**config.mk**
```make
export PLATFORM = sky130hd
export DESIGN_NAME = pipe_hazard_ctrl
export DESIGN_NICKNAME = d
export VERILOG_FILES = /design/src/rtl/pipe_hazard_ctrl.sv
export SDC_FILE = /design/constraint.sdc
export NUM_CORES = 1
export LEC_CHECK = 0
export ABC_CLOCK_PERIOD_IN_PS = 3300
export CAP_MARGIN = 20
export CORE_MARGIN = 2
export CORE_UTILIZATION = 45
export DETAILED_ROUTE_END_ITERATION = 8
export PLACE_DENSITY_LB_ADDON = 0.15
export SETUP_SLACK_MARGIN = 0.5
export SLEW_MARGIN = 20
export SYNTH_ARGS = -nofsm -noshare
export SYNTH_HDL_FRONTEND = slang
export SYNTH_SLANG_ARGS = --single-unit
```
**constraint.sdc**
```tcl
create_clock -name clk -period 3.3 [get_ports clk]
set_clock_uncertainty 0.1 [all_clocks]
set_input_delay 0.33 -clock clk [delete_from_list [all_inputs] [get_ports clk]]
set_output_delay 0.33 -clock clk [all_outputs]
set_load 0.02 [all_outputs]
```
**src/rtl/pipe_hazard_ctrl.sv**
```systemverilog
// Pipeline sequencer for the 5-stage core: per-cycle advance/hold/flush of PC, IF/ID, ID/EX, EX/MEM.
// Zero-latency combinational controls; state, flush counter, halted and stall counter update on clk.
module pipe_hazard_ctrl #(
  parameter int FLUSH_CYCLES = 1,
  parameter int REG_W        = 3,
  parameter int CNT_W        = 16
) (
  input  logic             clk,
  input  logic             rst,
  input  logic [REG_W-1:0] rs_id,
  input  logic [REG_W-1:0] rt_id,
  input  logic             uses_rs_id,
  input  logic             uses_rt_id,
  input  logic             ex_memread,
  input  logic [REG_W-1:0] ex_rd,
  input  logic             branch_taken,
  input  logic             imem_stall,
  input  logic             dmem_stall,
  input  logic             halt_wb,
  output logic             pc_en,
  output logic             ifid_en,
  output logic             ifid_stall,
  output logic             ifid_flush,
  output logic             idex_en,
  output logic             idex_flush,
  output logic             exmem_en,
  output logic             halted,
  output logic [CNT_W-1:0] stall_cnt
);

  typedef enum logic [1:0] {RUN, FLUSH, MEM_WAIT, HALT} state_t;

  localparam logic [2:0] FLUSH_RELOAD = 3'(FLUSH_CYCLES - 1);

  state_t           state_q, state_d;
  state_t           eval_st;
  logic [2:0]       fcnt_q, fcnt_d;
  logic             halted_q, halted_d;
  logic [CNT_W-1:0] stall_cnt_q, stall_cnt_d;
  logic             load_use_hit;
  logic             pc_en_core;

  assign load_use_hit = ex_memread &
                        ((uses_rs_id & (rs_id == ex_rd)) | (uses_rt_id & (rt_id == ex_rd)));

  // Leaving MEM_WAIT resumes whichever phase the preserved flush counter implies.
  always_comb begin
    eval_st = state_q;
    if (state_q == MEM_WAIT) begin
      eval_st = (fcnt_q != 3'd0) ? FLUSH : RUN;
    end
  end

  always_ff @(posedge clk or posedge rst) begin
    if (rst) begin
      state_q     <= RUN;
      fcnt_q      <= 3'd0;
      halted_q    <= 1'b0;
      stall_cnt_q <= '0;
    end else begin
      state_q     <= state_d;
      fcnt_q      <= fcnt_d;
      halted_q    <= halted_d;
      stall_cnt_q <= stall_cnt_d;
    end
  end

  always_comb begin
    state_d  = state_q;
    fcnt_d   = fcnt_q;
    halted_d = halted_q;
    if (state_q != HALT) begin
      if (dmem_stall) begin
        state_d = MEM_WAIT;
      end else begin
        if (branch_taken) begin
          fcnt_d  = FLUSH_RELOAD;
          state_d = (FLUSH_RELOAD != 3'd0) ? FLUSH : RUN;
        end else if (eval_st == FLUSH) begin
          fcnt_d  = fcnt_q - 3'd1;
          state_d = (fcnt_q == 3'd1) ? RUN : FLUSH;
        end else begin
          state_d = RUN;
        end
        if (halt_wb) begin
          state_d  = HALT;
          halted_d = 1'b1;
        end
      end
    end
  end

  always_comb begin
    pc_en_core = 1'b1;
    ifid_en    = 1'b1;
    ifid_stall = 1'b0;
    ifid_flush = 1'b0;
    idex_en    = 1'b1;
    idex_flush = 1'b0;
    exmem_en   = 1'b1;
    if (state_q == HALT) begin
      pc_en_core = 1'b0;
      ifid_flush = 1'b1;
      idex_flush = 1'b1;
    end else if (dmem_stall) begin
      pc_en_core = 1'b0;
      ifid_en    = 1'b0;
      ifid_stall = 1'b1;
      idex_en    = 1'b0;
      exmem_en   = 1'b0;
    end else if (branch_taken) begin
      ifid_flush = 1'b1;
      idex_flush = 1'b1;
    end else if (eval_st == FLUSH) begin
      pc_en_core = ~imem_stall;
      ifid_flush = 1'b1;
    end else if (load_use_hit) begin
      pc_en_core = 1'b0;
      ifid_en    = 1'b0;
      ifid_stall = 1'b1;
      idex_flush = 1'b1;
    end else if (imem_stall) begin
      pc_en_core = 1'b0;
      ifid_flush = 1'b1;
    end
    pc_en = pc_en_core;
    if (rst) begin
      pc_en      = 1'b0;
      ifid_en    = 1'b0;
      ifid_stall = 1'b0;
      ifid_flush = 1'b1;
      idex_en    = 1'b1;
      idex_flush = 1'b1;
      exmem_en   = 1'b1;
    end
  end

  always_comb begin
    stall_cnt_d = stall_cnt_q;
    if (!pc_en_core && (state_q != HALT) && (stall_cnt_q != {CNT_W{1'b1}})) begin
      stall_cnt_d = stall_cnt_q + 1'b1;
    end
  end

  assign halted    = halted_q;
  assign stall_cnt = stall_cnt_q;

endmodule

```
==> results of run 1 <==
## cell type report
class,instances,area (µm²),area share
clock buffers,3,22.52,0.01318
inverters,7,26.28,0.01537
multi-input cells,96,663.1,0.3880
flip-flops and latches,22,550.5,0.3221
well taps,31,38.79,0.02269
repair buffers,43,407.9,0.2387
## power by group through the flow
stage	clock network (µW)	logic, µW	registers [µW]
floorplan	0	53.9	346
global placement	0	159	322
detailed placement	0	162	323
CTS	126	162	318
global route	137	174	322
finish	119	160	317
## cell families (layout without fill, tap and decap cells)
logic type                 count (synthesis)  in the layout
and+or+nand+nor                           51             51
DFF                                       22             22
xor gates and xnor gates                  21             21
AOI/OAI and AO/OA                         18             18
buffers and inverters                     12             53
adders and majority gates                  4              4
muxes                                      2              2
## layout by cell type (no fill, tap or decap), types with 2 or more instances in the layout
| cell | count |
|---|---|
| a21oi_1 | 5 |
| and2_1 | 2 |
| and3_1 | 4 |
| buf_4 | 2 |
| clkbuf_2 | 3 |
| clkbuf_4 | 3 |
| clkdlybuf4s50_1 | 36 |
| dfrtp_1 | 22 |
| ha_1 | 4 |
| inv_1 | 7 |
| nand2_1 | 6 |
| nand3_1 | 7 |
| nand4_1 | 12 |
| nor2_1 | 9 |
| nor3_1 | 3 |
| o21ai_0 | 3 |
| o22ai_1 | 3 |
| xnor2_1 | 20 |
## how the worst min path moves through the flow
stage / from / slack, ns / to
detailed placement: halted / 0.34 / halted
finish: halted / 0.37 / halted
floorplan: rst / 0.22 / fcnt_q[0]
global route: halted / 0.41 / halted
CTS: halted / 0.38 / halted
global placement: halted / 0.34 / halted
## synth_stat cells, types with 2 or more instances
cell	count	area share
dfrtp_1	22	0.44
inv_1	7	0.021
ha_1	4	0.040
nand3_1	7	0.028
a21oi_1	5	0.020
nor2_1	9	0.027
clkbuf_1	3	0.0089
o21ai_0	3	0.012
o22ai_1	3	0.015
xnor2_1	20	0.14
nand2_1	6	0.018
nor3_1	4	0.016
nand4_1	12	0.060
and3_1	4	0.020
and2_1	2	0.0099
## repair_timing
item | CTS | global route
gates resized for setup | 6 | 10
buffers inserted | 1 | 0
pin swaps | 0 | 0
hold buffers | 0 | 0
setup endpoints to repair | 5 | 5
## per-layer routing
| layer | GRT usage | routed length [µm] |
|---|---|---|
| met1 | 0.2091 | 1145 |
| met2 | 0.3432 | 1417 |
| met3 | 0.05069 | 98 |
| met4 | 0.03987 | 17 |
| met5 | 0 | 0 |
## through the flow
| step | worst slack (ns) | power (µW) | cells | hold WS [ns] |
|---|---|---|---|---|
| finish | 0.5440 | 596.7 | 202 | 0.3729 |
| detailed placement | 0.3797 | 485.5 | 198 | 0.3433 |
| global route | 0.3698 | 633.0 | 202 | 0.4106 |
| floorplan | 0.6595 | 400.3 | 130 | 0.2192 |
| global placement | 0.4348 | 480.6 | 198 | 0.3438 |
| CTS | 0.3668 | 606.0 | 202 | 0.3778 |
## state kept, by name (all words and copies together), names as in the netlist
name / count
fcnt_q: 3
stall_cnt: 16
state_q: 2
halted: 1
==> flow_metrics.tcl, run 1 <==
set metrics [dict create \
    status "finished, final reports clean" \
    regToRegStartpoint "fcnt_q[0]" \
    drtAntennaViolNets 0 \
    dpl.hpwl_um 2088 \
    final_core_util 0.6307 \
    num_vias 1083 \
    cts_made_buffers 3 \
    r2r_cells 10 \
    syn_area_um2 1259 \
    synth_xor_area_frac 0.1461 \
    power_frac_comb 0.268 \
    clkPwrFrac 0.200 \
    powerDensity_nw_per_um2 349.1 \
    drt_first_pass_iters 4 \
    synth_ff_type "dfrtp_1" \
    die_w_um 56.89 \
    power.internal_uw 422.1 \
    diodes 0 \
    cpPeakStageDelay_ns 0.37 \
    sequentialPowerShare 0.532 \
    hold_class "register to register" \
    setup_violations 0 \
    fin_crit_sh 0.8351 \
    cp.depth 9 \
    crit_required_ns 2.87 \
    grt_use_total 0.1852 \
    fin_crit_ns 2.756 \
    start_util 0.4645 \
    crit_path_frequent_cell "ha_1" \
    crit_path_end "pc_en" \
    syn_to_final_growth_pct 35.79 \
    finalHoldViolCount 0 \
    layout-drive-gt1-share 0.08772 \
    maxCapViolCount 0 \
    place_area_um2 1697 \
    ys_ff_latch 22 \
    clockBufferDepth 2 \
    critPathBufInv 2 \
    numClockSinks 22 \
    crit_path_start "fcnt_q[0]" \
    port_buffers 41 \
    synth_cells 130 \
    synthArstFlopShare 1.000 \
    drc 0 \
    synth_compound_area_frac 0.09245 \
    gp_congestion 0.7535 \
    design.die.area_um2 3236 \
    grt_overflow 0 \
    synth_edf_count 0 \
    start_kind "register" \
    path_cells "inv_1 -> ha_1 -> ha_1 -> nand2b_1 -> mux2_2 -> and2_4 -> a221o_1 -> nor3_2 -> clkbuf_2" \
    clk_pin_slew_worst_paths_ns 0.11 \
    final_area_um2 1709 \
    grt_pass1_wl_um 4761 \
    cts-root-buf "clkbuf_4" \
    synth_fa_ha_area_frac 0.03976 \
    viasPerCell 5.361 \
    synth_mux_area_frac 0.02087 \
    swShare 0.2926 \
    drt-initial-drc-count 14 \
    cp_top_family "simple AND/OR/NAND/NOR gates" \
    clkLatencyLatePin_ns 0.30 \
    vdd_ir_drop_max_mv 0.3336 \
    drv_slew 0 \
    row_count 19 \
    cp_max_fo 6 \
    ys_types 34 \
    die_h_um 56.89 \
    cts_tree "done" \
    timing.rr.end "stall_cnt[1]" \
    fin_setup_tns_ns 0 \
    worst_setup_path_end_kind "output pin" \
    synth_top_family_by_area "simple AND/OR/NAND/NOR gates" \
    avgSynthCellArea_um2 9.682 \
    finalNetCount 195 \
    rsz0062_at_grt "true" \
    grt_max_degree 23 \
    ff2ff_setup_slack_ns 0.68 \
    critical_path_class "register to output pin" \
    synth_simple_gate_area_share 0.2237 \
    h-tree-depth 1 \
    tightest_slew_ns 0.8281 \
    design.core.area_um2 2710 \
    maxSlewHeadroom 0.4473 \
    arrival_ns 2.33 \
    p_sw_uw 174.6 \
    hold-path-cell-count 1 \
    antenna_found_initial 0 \
    wl_per_cell_um 13.26 \
    fill_cells 262 \
    ios 42 \
    grt_pass1_vias 1104 \
    yosysWarnings 0 \
    power_leakage_uw 0.0007187 \
    cp_slowest_cell "dfrtp_1" \
    seq_area_frac_synth 0.4374 \
    fmax_ghz 0.3628 \
    wirelength_um 2678 \
    syn-num-nets 152 \
]
No activity file was read; power rests on OpenSTA's default activity.
==> run 2: changes to the inputs <==
Settings changed: ABC_CLOCK_PERIOD_IN_PS 3300 to 2730.
Clock period 3.3 ns to 2.73 ns, I/O delays scaled along.
==> run 2 against run 1 <==
Compared with the run above:
- register-to-register slack got worse by 0.57 ns
- die area did not move
- clock-buffer cell count did not move
- via count up 11%
- non-clock buffer count grew 19
- sequential power increased by 22%
- final cell count is 9.9% higher
- highest routed layer unchanged
- power up 45%
- wire length increased by 26%
- global-route usage rose by 3.3 points
- setup slack got worse by 0.44 ns
- core utilization increased by 15 points
- critical path type unchanged
==> flow_metrics.tcl, run 2 (synthesis gave the netlist of run 1 again) <==
set metrics [dict create \
    maxSlewHeadroom 0.4460 \
    maxCapViolCount 0 \
    hold_buffers 0 \
    powerDensity_nw_per_um2 409.5 \
    cp_max_fo 2 \
    port_buffers 41 \
    regToRegStartpoint "fcnt_q[0]" \
    num_vias 1198 \
    ios 42 \
    diodes 0 \
    start_util 0.4645 \
    setup_violations 0 \
    grt_max_degree 23 \
    critical_path_class "register to output pin" \
    p_total_uw 865.0 \
    largest_reg_flops 16 \
    syn_to_final_growth_pct 67.79 \
    finalNetCount 214 \
    rsz0062_at_grt "true" \
    seq_area_um2 550.5 \
    row_count 19 \
    wirelength_um 3374 \
    final_cell_mix "clkdlybuf4s50_1, dfrtp_1, xnor2_1" \
    drv_slew 0 \
    grt_overflow 0 \
    clk_pin_slew_worst_paths_ns 0.13 \
    hold-path-cell-count 1 \
    clockBufferDepth 2 \
    design.core.area_um2 2710 \
    worst_setup_path_end_kind "output pin" \
    fin_crit_sh 0.9632 \
    drt-initial-drc-count 26 \
    min_to "halted" \
    ff2ff_setup_slack_ns 0.11 \
    grt_use_total 0.2182 \
    viasPerCell 5.396 \
    multi_input_area_um2 832.0 \
    layout-drive-gt1-share 0.2984 \
    layout_commonest_cell "clkdlybuf4s50_1" \
    clkLatencyLatePin_ns 0.31 \
    finalHoldViolCount 0 \
    design.die.area_um2 3236 \
    antenna_found_initial 0 \
    wl_per_cell_um 15.20 \
    cts-root-buf "clkbuf_4" \
    place_area_um2 1779 \
    drt_first_pass_iters 4 \
    r2r_cells 13 \
    cts_tree "done" \
    arrival_ns 2.26 \
    fill_cells 178 \
    crit_required_ns 2.36 \
    grt_pass1_vias 1227 \
    status "finished, final reports clean" \
    numClockSinks 22 \
    die_h_um 56.89 \
    drtAntennaViolNets 0 \
    min-delay-start "halted" \
    gp_congestion 0.7557 \
    start_kind "register" \
    h-tree-depth 1 \
    vdd_ir_drop_max_mv 0.4083 \
    grt_pass1_wl_um 5506 \
    dpl.hpwl_um 2234 \
    fin_setup_tns_ns 0 \
    tightest_slew_ns 0.8301 \
    timing.rr.end "stall_cnt[4]" \
    final_area_um2 2112 \
    die_w_um 56.89 \
    hold_class "register to register" \
    drc 0 \
    fin_crit_ns 2.630 \
    fmax_ghz 0.3803 \
    power_leakage_uw 0.0008942 \
    cts_made_buffers 3 \
]
==> run 2: area by class of cell <==
cell class | count | area share
Multi-Input combinational cell | 96 | 0.3940
Timing Repair Buffer | 62 | 0.2897
Sequential cell | 22 | 0.2607
Tap cell | 31 | 0.01836
Clock inverter | 1 | 0.01422
Inverter | 7 | 0.01244
Clock buffer | 3 | 0.01066
==> run 2: metrics by stage <==
| stage | setup WS, ns | utilization | hold WS (ns) | std cells |
|---|---|---|---|---|
| 2_1_floorplan | 0.2356 | - | 0.1622 | 130 |
| 3_3_place_gp | -0.02986 | 0.6565 | 0.3413 | 206 |
| 3_5_place_dp | -0.07257 | 0.6565 | 0.3747 | 206 |
| 4_1_cts | 0.1494 | 0.7313 | 0.4026 | 219 |
| 5_1_grt | -0.0005864 | 0.7793 | 0.4198 | 222 |
| 6_report | 0.1003 | 0.7793 | 0.3925 | 222 |
==> run 2: worst max-delay path, cell delays in order (launching register included) <==
cell and delay [ns]:
dfrtp_1 0.38, inv_1 0.09, ha_4 0.17, ha_4 0.15
nand2b_4 0.13, mux2_4 0.27, and2_4 0.15, a221o_1 0.34
nor3_4 0.13, buf_6 0.14
==> run 2: power by group <==
group / total (µW) / switching [µW] / leakage, µW / internal [µW]
Clock: 253 / 104 / 0.0000279 / 148
Sequential: 386 / 33.3 / 0.000274 / 352
Combinational: 227 / 100 / 0.000593 / 126
==> run 2: layer usage <==
| metal | routed length (µm) | global-route usage |
|---|---|---|
| met2 | 1835 | 0.3875 |
| met3 | 75 | 0.02304 |
| met4 | 59 | 0.07973 |
| met5 | 0 | 0 |
| met1 | 1403 | 0.2702 |
==> run 2: how the worst max path moves through the flow <==
stage | slack [ns] | startpoint | to
finish | 0.10 | fcnt_q[0] | pc_en
global route | -0.0006 | fcnt_q[0] | stall_cnt[4]
global placement | -0.03 | fcnt_q[1] | pc_en
CTS | 0.15 | fcnt_q[1] | pc_en
detailed placement | -0.07 | fcnt_q[1] | pc_en
floorplan | 0.24 | fcnt_q[0] | pc_en
==> run 2: what timing repair did <==
action,CTS,global route
pin swaps,12,16
setup endpoints to repair,23,25
gates cloned,1,0
setup buffers,8,3
resized for setup,49,19
